===== src/rtl/kore_pkg.sv =====
// Shared types and default widths for the kore register-bank arbiter.
package kore_pkg;

    localparam int unsigned KORE_AW = 5;
    localparam int unsigned KORE_DW = 32;

    typedef enum logic [1:0] {
        IDLE   = 2'd0,
        ACCESS = 2'd1,
        RESP   = 2'd2
    } kore_state_e;

endpackage : kore_pkg


===== src/rtl/kore_rr_arb.sv =====
// Combinational round-robin picker: first requester at or above ptr, wrapping.
module kore_rr_arb #(
    parameter int unsigned NPORT = 2,
    parameter int unsigned PW    = 1
) (
    input  logic [NPORT-1:0] req,
    input  logic [PW-1:0]    ptr,
    output logic [NPORT-1:0] gnt_c,
    output logic             valid_c
);

    int unsigned idx;

    always_comb begin
        gnt_c   = '0;
        valid_c = 1'b0;
        idx     = 0;
        for (int unsigned i = 0; i < NPORT; i++) begin
            idx = (32'(ptr) + i) % NPORT;
            if (!valid_c && req[idx]) begin
                gnt_c[idx] = 1'b1;
                valid_c    = 1'b1;
            end
        end
    end

endmodule : kore_rr_arb


===== src/rtl/kore_regbank_arb.sv =====
// Arbitrates NPORT requesters onto one register bank, one access per 3 cycles.
module kore_regbank_arb
    import kore_pkg::*;
#(
    parameter int unsigned NPORT = 2,
    parameter int unsigned AW    = KORE_AW,
    parameter int unsigned DW    = KORE_DW
) (
    input  logic                clk,
    input  logic                rst_n,
    input  logic [NPORT-1:0]    req_i,
    input  logic [NPORT-1:0]    we_i,
    input  logic [NPORT*AW-1:0] addr_i,
    input  logic [NPORT*DW-1:0] wdata_i,
    output logic [NPORT-1:0]    gnt_o,
    output logic [NPORT-1:0]    done_o,
    output logic [DW-1:0]       rdata_o,
    output logic                busy_o,
    output logic [AW-1:0]       reg_sel_o,
    output logic [DW-1:0]       din_o,
    output logic                wt_en_o,
    input  logic [DW-1:0]       dout_i
);

    localparam int unsigned PW = (NPORT > 1) ? $clog2(NPORT) : 1;

    kore_state_e         state_q, state_d;
    logic [PW-1:0]       ptr_q, ptr_d;
    logic                we_q, we_d;
    logic [NPORT-1:0]    gnt_d, done_d;
    logic [DW-1:0]       rdata_d, din_d;
    logic [AW-1:0]       reg_sel_d;
    logic                wt_en_d, busy_d;

    logic [NPORT-1:0]    arb_gnt_c;
    logic                arb_valid_c;
    logic                sel_we_c;
    logic [AW-1:0]       sel_addr_c;
    logic [DW-1:0]       sel_wdata_c;
    logic [PW-1:0]       sel_ptr_c;

    kore_rr_arb #(
        .NPORT (NPORT),
        .PW    (PW)
    ) u_rr_arb (
        .req     (req_i),
        .ptr     (ptr_q),
        .gnt_c   (arb_gnt_c),
        .valid_c (arb_valid_c)
    );

    // Mux the winning port's payload and the pointer value that follows it.
    always_comb begin
        sel_we_c    = 1'b0;
        sel_addr_c  = '0;
        sel_wdata_c = '0;
        sel_ptr_c   = ptr_q;
        for (int unsigned i = 0; i < NPORT; i++) begin
            if (arb_gnt_c[i]) begin
                sel_we_c    = we_i[i];
                sel_addr_c  = addr_i[i*AW +: AW];
                sel_wdata_c = wdata_i[i*DW +: DW];
                sel_ptr_c   = PW'((i + 1) % NPORT);
            end
        end
    end

    // reg_sel/din double as the latched address and write data.
    always_comb begin
        state_d   = state_q;
        ptr_d     = ptr_q;
        we_d      = we_q;
        gnt_d     = '0;
        done_d    = '0;
        wt_en_d   = 1'b0;
        reg_sel_d = reg_sel_o;
        din_d     = din_o;
        rdata_d   = rdata_o;
        unique case (state_q)
            IDLE: begin
                if (arb_valid_c) begin
                    state_d   = ACCESS;
                    ptr_d     = sel_ptr_c;
                    we_d      = sel_we_c;
                    gnt_d     = arb_gnt_c;
                    wt_en_d   = sel_we_c;
                    reg_sel_d = sel_addr_c;
                    din_d     = sel_wdata_c;
                end
            end
            ACCESS: begin
                state_d = RESP;
                done_d  = gnt_o;
                rdata_d = we_q ? din_o : dout_i;
            end
            RESP: begin
                state_d = IDLE;
            end
            default: begin
                state_d = IDLE;
            end
        endcase
        busy_d = (state_d != IDLE);
    end

    always_ff @(posedge clk or negedge rst_n) begin
        if (!rst_n) begin
            state_q   <= IDLE;
            ptr_q     <= '0;
            we_q      <= 1'b0;
            gnt_o     <= '0;
            done_o    <= '0;
            wt_en_o   <= 1'b0;
            reg_sel_o <= '0;
            din_o     <= '0;
            rdata_o   <= '0;
            busy_o    <= 1'b0;
        end else begin
            state_q   <= state_d;
            ptr_q     <= ptr_d;
            we_q      <= we_d;
            gnt_o     <= gnt_d;
            done_o    <= done_d;
            wt_en_o   <= wt_en_d;
            reg_sel_o <= reg_sel_d;
            din_o     <= din_d;
            rdata_o   <= rdata_d;
            busy_o    <= busy_d;
        end
    end

endmodule : kore_regbank_arb


===== config.mk =====
export PLATFORM = sky130hd
export DESIGN_NAME = kore_regbank_arb
export DESIGN_NICKNAME = d
export VERILOG_FILES = /design/src/rtl/kore_pkg.sv /design/src/rtl/kore_rr_arb.sv /design/src/rtl/kore_regbank_arb.sv
export SDC_FILE = /design/constraint.sdc
export NUM_CORES = 1
export LEC_CHECK = 0
export ABC_AREA = 1
export BUFFER_PORTS_ARGS = -buffer_cell sky130_fd_sc_hd__buf_2
export CAP_MARGIN = 40
export CORE_MARGIN = 1.5
export CORE_UTILIZATION = 42
export CTS_CLUSTER_DIAMETER = 200
export CTS_CLUSTER_SIZE = 20
export DETAILED_ROUTE_END_ITERATION = 6
export PLACE_DENSITY = 0.76
export SETUP_SLACK_MARGIN = 0.4
export SLEW_MARGIN = 10
export SYNTH_ARGS = -nofsm -noshare
export SYNTH_HDL_FRONTEND = slang
export SYNTH_HIERARCHICAL = 1
export SYNTH_SLANG_ARGS = --single-unit

===== constraint.sdc =====
create_clock -name clk -period 1.5 [get_ports clk]
set_clock_uncertainty 0.15 [all_clocks]
set_input_delay 0.3 -clock clk [delete_from_list [all_inputs] [get_ports clk]]
set_output_delay 0.3 -clock clk [all_outputs]
set_load 0.005 [all_outputs]

# Word level (Yosys, flattened, before mapping)
# Index checks and enable logic that the tools add are counted.
[classes]
add_sub_neg = 1
eq_ne = 1
n_mux = 28
div_mod_pow = 0
magnitude_cmp = 4
n_shift = 0
bitwise = 1
n_reduce_logical = 9
mul = 0
[ops]
columns = ["operator", "n"]
rows = [
  ["32-bit 2-to-1 mux", 3],
  ["1-bit 2-to-1 mux", 14],
  ["2-bit 2-to-1 mux", 6],
  ["5-bit 2-to-1 mux", 2],
  ["1-bit by 2-bit < comparator with 1-bit output, second input constant", 2],
  ["2-bit case mux with 2 select lines", 1],
  ["2-bit nonzero test", 2],
  ["1-bit logical AND", 3],
  ["3-bit AND reduction", 1],
  ["1-bit demux with 1-bit select", 2],
  ["2-bit by 1-bit equality test with 1-bit output, second input constant", 1],
  ["1-bit greater-or-equal comparator, second input constant", 2],
  ["2-bit logical NOT", 1],
  ["2-bit OR", 1],
  ["2-bit AND reduction", 1],
  ["1-bit adder, second input constant", 1],
  ["1-bit logical NOT", 1],
]
[word_totals]
ff_bits = 79
inputBits = 112
memories = 0
mem_bits_ro = 0
output_inout_bits = 75
mem_bits_rw = 0
latchBits = 0
word_cells = 54

# Longest topological paths before layout
[logic_depth]
word_depth = 11
mapped_depth = 9
depth_no_buf = 7

# Hierarchy
# Netlist, hierarchy kept.
[modules_own_cells]
columns = ["mod", "seq_area_each_um2", "area_per_inst_um2", "n_inst", "cells_per_inst"]
rows = [
  ["kore_regbank_arb", 1976.9, 3921.3, 1, 555],
  ["kore_rr_arb", 0.0, 25.0, 1, 6],
]

# Least setup slack after synthesis
# No wires, ideal clock.
[synth_timing]
path_type = "flip-flop to flip-flop"
from = "register ptr_q"
to = "register reg_sel_o[3]"
stages_incl_launch_ff = 10
slack_ns = 0.075
n_path_buf = 2
t_required_ns = 1.233
arrival_time_ns = 1.159
synth_period_minus_slack_ns = 1.425
setup_ns = 0.117
path_cell_list = "dfrtp_1 inv_1 a21oi_1 inv_1 buf_2 buf_2 nand3_1 nand2_1 nand2_1 nand2_1"
[synth_via]
elab_cells_between_ends = 25
classes_between = "add/sub (1); order compare (4); mux (14); bitwise (1); reduce/logical (5)"
[synth_rtl]
columns = ["element", "line", "rtl"]
rows = [
  ["start, declared", "kore_regbank_arb.sv:28", "logic [PW-1:0] ptr_q, ptr_d;"],
  ["start signal, assigned", "kore_regbank_arb.sv:120", "ptr_q <= ptr_d;"],
  ["1-bit adder (tied with other cells)", "kore_rr_arb.sv:19", "idx = (32'(ptr) + i) % NPORT;"],
  ["1-bit by 2-bit < comparator with 1-bit output (not written as such) (tied with other cells)", "kore_rr_arb.sv:21", "gnt_c[idx] = 1'b1;"],
  ["1-bit logical AND (not written as such) / 1-bit 2-to-1 mux (equally long branches)", "kore_rr_arb.sv:21", ""],
  ["1-bit 2-to-1 mux (not written as such) / 1-bit demux with 1-bit select (equally long branches)", "n/a", ""],
  ["1-bit demux with 1-bit select / 2-bit 2-to-1 mux (equally long branches)", "n/a", ""],
  ["2-bit OR (no line)", "n/a", ""],
  ["2-bit 2-to-1 mux (*)", "kore_rr_arb.sv:20", "if (!valid_c && req[idx]) begin"],
  ["via arb_gnt_c[1]", "kore_regbank_arb.sv:35", "logic [NPORT-1:0] arb_gnt_c;"],
  ["5-bit 2-to-1 mux (*)", "kore_regbank_arb.sv:59", "if (arb_gnt_c[i]) begin"],
  ["end signal, assigned", "kore_regbank_arb.sv:125", "reg_sel_o <= reg_sel_d;"],
  ["end, declared", "kore_regbank_arb.sv:19", "output logic [AW-1:0] reg_sel_o,"],
]
# Mark *: on every way through the listed nets, which the timed path passes. The rest lies on a longest branch. The select of a mux whose other input is x is not followed.
# A chain may end at the register's enable or synchronous reset.

# Final worst setup path
[layout_timing]
from = "register ptr_q"
to = "register din_o[18]"
[layout_via]
elab_cells_between_ends = 25
classes_between = "add/sub (1); order compare (4); mux (14); bitwise (1); reduce/logical (5)"
[layout_rtl]
columns = ["element", "line", "rtl"]
rows = [
  ["1-bit adder (tied with other cells)", "kore_rr_arb.sv:19", ""],
  ["1-bit by 2-bit < comparator with 1-bit output (not written as such) (tied with other cells)", "kore_rr_arb.sv:21", ""],
  ["1-bit logical AND (not written as such) / 1-bit 2-to-1 mux (equally long branches)", "kore_rr_arb.sv:21", ""],
  ["1-bit 2-to-1 mux (not written as such) / 1-bit demux with 1-bit select (equally long branches)", "n/a", ""],
  ["1-bit demux with 1-bit select / 2-bit 2-to-1 mux (equally long branches)", "n/a", ""],
  ["2-bit OR (no line)", "n/a", ""],
  ["2-bit 2-to-1 mux (*)", "kore_rr_arb.sv:20", ""],
  ["via arb_gnt_c[1]", "kore_regbank_arb.sv:35", ""],
  ["32-bit 2-to-1 mux (*)", "kore_regbank_arb.sv:59", ""],
  ["end signal, assigned", "kore_regbank_arb.sv:126", "din_o <= din_d;"],
  ["end, declared", "kore_regbank_arb.sv:20", "output logic [DW-1:0] din_o,"],
]
# Marked as above.

==> reports/qor.yml <==
synth_cells: 561
yosys_warnings: 6
synth_fp_nets: 673
fp.coreArea_um2: 9150
startpoint_type: "flop"
internal-power_w: 0.00782
power.sequential.fraction_pct: 28.0
die_x_um: 99.9
synth-seq-cells: 79
cp_common_cell: "nand2_1"
overflow: 0
cp_slowest_cell: "dfrtp_2"
gp_congestion: 0.897
synth_area_per_cell_um2: 7.03
start_util_pct: 43.1
io_pins: 187
crit_fanout: 29
cts_tree: "done"
final_common_cell: "nand2_1"
hold_class: "primary input to flop"
fillers: 726
ant_nets: 0
grt_usage_pct: 26.7
grt_max_degree: 65
routed_wl_mm: 15.1
combPwrFrac_pct: 59.5
ir_drop_v: 0.00103
yosysTopAreaCellShare_pct: 50.1
period_share_pct: 98.6
swShare_pct: 42.7
crit_arrival_ps: 1570
powerDensity_nw_per_um2: 2080
syn-cell-area_um2: 3950
cts_max_path_buffers: 2
hpwl_mm: 8.39
final_cell_mix: "nand2_1, buf_2, dfrtp_1"
synthMuxAreaShare_pct: 0
yosysSeqAreaShare_pct: 50.1
yosysUniqueCellTypes: 15
firstDrtPassIters: 7
p_clk_share_pct: 12.5
fin_setup_tns_ps: 0
rows: 35
cpPeakStageDelay_ps: 420
nets: 945
setup-violations-final: 0
final_layout_size_suffix_gt1_share_pct: 45.9
path_clk_slew_ps: 90
clk_latency_ps: 360
synth_compound_gate_area_share_pct: 4.44
dieArea_um2: 9990
min_period_ps: 1480
drv_slew: 0
critPathKind: "flop to flop"
yosys.area.top_type: "dfrtp_1"
cts-root-buf: "clkbuf_8"
endpoint_kind: "flop"
port_buffers: 186
antenna_found_initial: 0
timing.fmax_mhz: 676
die_h_um: 99.9
worstPathCellList: "inv_2, a21oi_4, inv_2, buf_12, nand3_1, nand2_1, nand2_1, nand2_1"
hold_viol: 0
drtIter0Drc: 289
grt_first_pass_wirelength_mm: 20.7
required_ps: 1590
worstMarginPinSlew_ps: 382
synth-xor-area-share_pct: 0
vias_per_cell: 4.98
drcViolationCount: 0
htreeDepth: 3
cts_sinks: 79
syn_to_final_growth_pct: 66.3
status: "completed"
maxCapViolCount: 0
p_leak_nw: 3.94
grt_setup_unrepaired: "true"
slew_headroom_pct: 74.5
fin_util_pct: 71.7
wl_per_cell_um: 15.9
synth_fa_ha_area_share_pct: 0
cts_inserted_buffers: 9
min_delay_path_depth: 5
worstRegToRegCells: 8
synth.area.top_cells: "dfrtp_1, nand2_1, nand3_1"
vias: 4731
p_switching_w: 0.00584
synthSimpleGateAreaFrac_pct: 36.5
grt_pass1_vias: 4123
synth_top_family_by_area: "simple AND/OR/NAND/NOR gates"
==> path summary, 6_finish.rpt <==
check	from	slack (ps)	to
min in group asynchronous	rst_n	250	din_o[11]$_DFFE_PN0P_
worst max register to register	ptr_q$_DFFE_PN0P_	20	din_o[18]$_DFFE_PN0P_
max in group asynchronous	rst_n	470	we_q$_DFFE_PN0P_
worst min register to register	rdata_o[26]$_DFFE_PN0N_	340	rdata_o[26]$_DFFE_PN0N_
worst min-delay path	wdata_i[58]	80	din_o[26]$_DFFE_PN0P_
worst max-delay path	ptr_q$_DFFE_PN0P_	20	din_o[18]$_DFFE_PN0P_
==> metrics by stage <==
step	power, W	std cells	instance area [um2]	setup WS [ps]	hold slack [ps]
after floorplan	0.00646	561	4020	142	-146
after global placement	0.00803	841	5050	-79.6	88.7
after detailed placement	0.00817	841	5050	-151	90.4
after CTS	0.0118	911	5920	42.3	77.0
after global routing	0.0144	949	6560	-46.2	90.3
final	0.0137	950	6560	21.4	80.4
==> layout make-up <==
type                    count  area (um2)  share of cell area [%]
multi-input cells         403        1930                    29.4
inverters                  46         196                    2.99
repair inverters            6        95.1                    1.45
repair buffers            288        2010                    30.7
diodes                      1        2.50                  0.0381
clock inverters             7        87.6                    1.33
well taps                 111         139                    2.12
flip-flops and latches     79        1980                    30.2
clock buffers               9         124                    1.89
==> critical path: cells and delay by family, from the launching register on <==
| kind | cells | cell delay, ps |
|---|---|---|
| and+or+nand+nor | 4 | 310 |
| DFF | 1 | 420 |
| buffers and inverters | 3 | 320 |
| AOI/OAI and AO/OA | 1 | 160 |
==> state kept, by name, summed over array words and instances (netlist names), 2 cells and up <==
name and count:
state_q 2, reg_sel_o 5, din_o 32, gnt_o 2, done_o 2, rdata_o 32
==> logic make-up (layout without fill, tap and decap cells) <==
kind of cell | count (synthesis) | in the layout
and+or+nand+nor | 368 | 368
DFF | 79 | 79
buffers and inverters | 79 | 356
AOI/OAI and AO/OA | 35 | 35
other | 0 | 1
==> routing by layer <==
| layer | track usage (%) | vias up | wire length, um |
|---|---|---|---|
| li1 | - | 2243 | - |
| met1 | 36.4 | 2228 | 6130 |
| met2 | 43.6 | 227 | 7730 |
| met3 | 3.55 | 33 | 923 |
| met4 | 10.4 | 0 | 325 |
| met5 | 0 | - | 0 |
==> what timing repair did <==
| item | 4_1_cts | 5_1_grt |
|---|---|---|
| hold buffers | 1 | 0 |
| pin swaps | 12 | 18 |
| gates resized for setup | 67 | 67 |
| hold endpoints to repair | 21 | 0 |
| setup buffers | 45 | 34 |
| cloned | 8 | 4 |
| setup endpoints to repair | 154 | 154 |
==> cells in the mapped netlist <==
cell type and n:
inv_1 44, nand2_1 324, nor2_1 3, inv_2 2
buf_6 3, nor2_4 1, buf_4 2, nand2_2 1
o21ai_0 32, buf_2 21, nor2_2 1, dfrtp_1 79
nand3_1 38, clkbuf_1 7, a21oi_1 3
==> power by group through the flow <==
| stage | sequential [W] | clock, W | combinational, W |
|---|---|---|---|
| 2_1_floorplan | 0.00383 | 0 | 0.00263 |
| 3_5_place_dp | 0.00393 | 0 | 0.00424 |
| 6_report | 0.00383 | 0.00171 | 0.00812 |
| 4_1_cts | 0.00379 | 0.00170 | 0.00635 |
| 3_3_place_gp | 0.00391 | 0 | 0.00411 |
| 5_1_grt | 0.00391 | 0.00182 | 0.00870 |
Note: power is estimated with default switching activity, not from simulation.
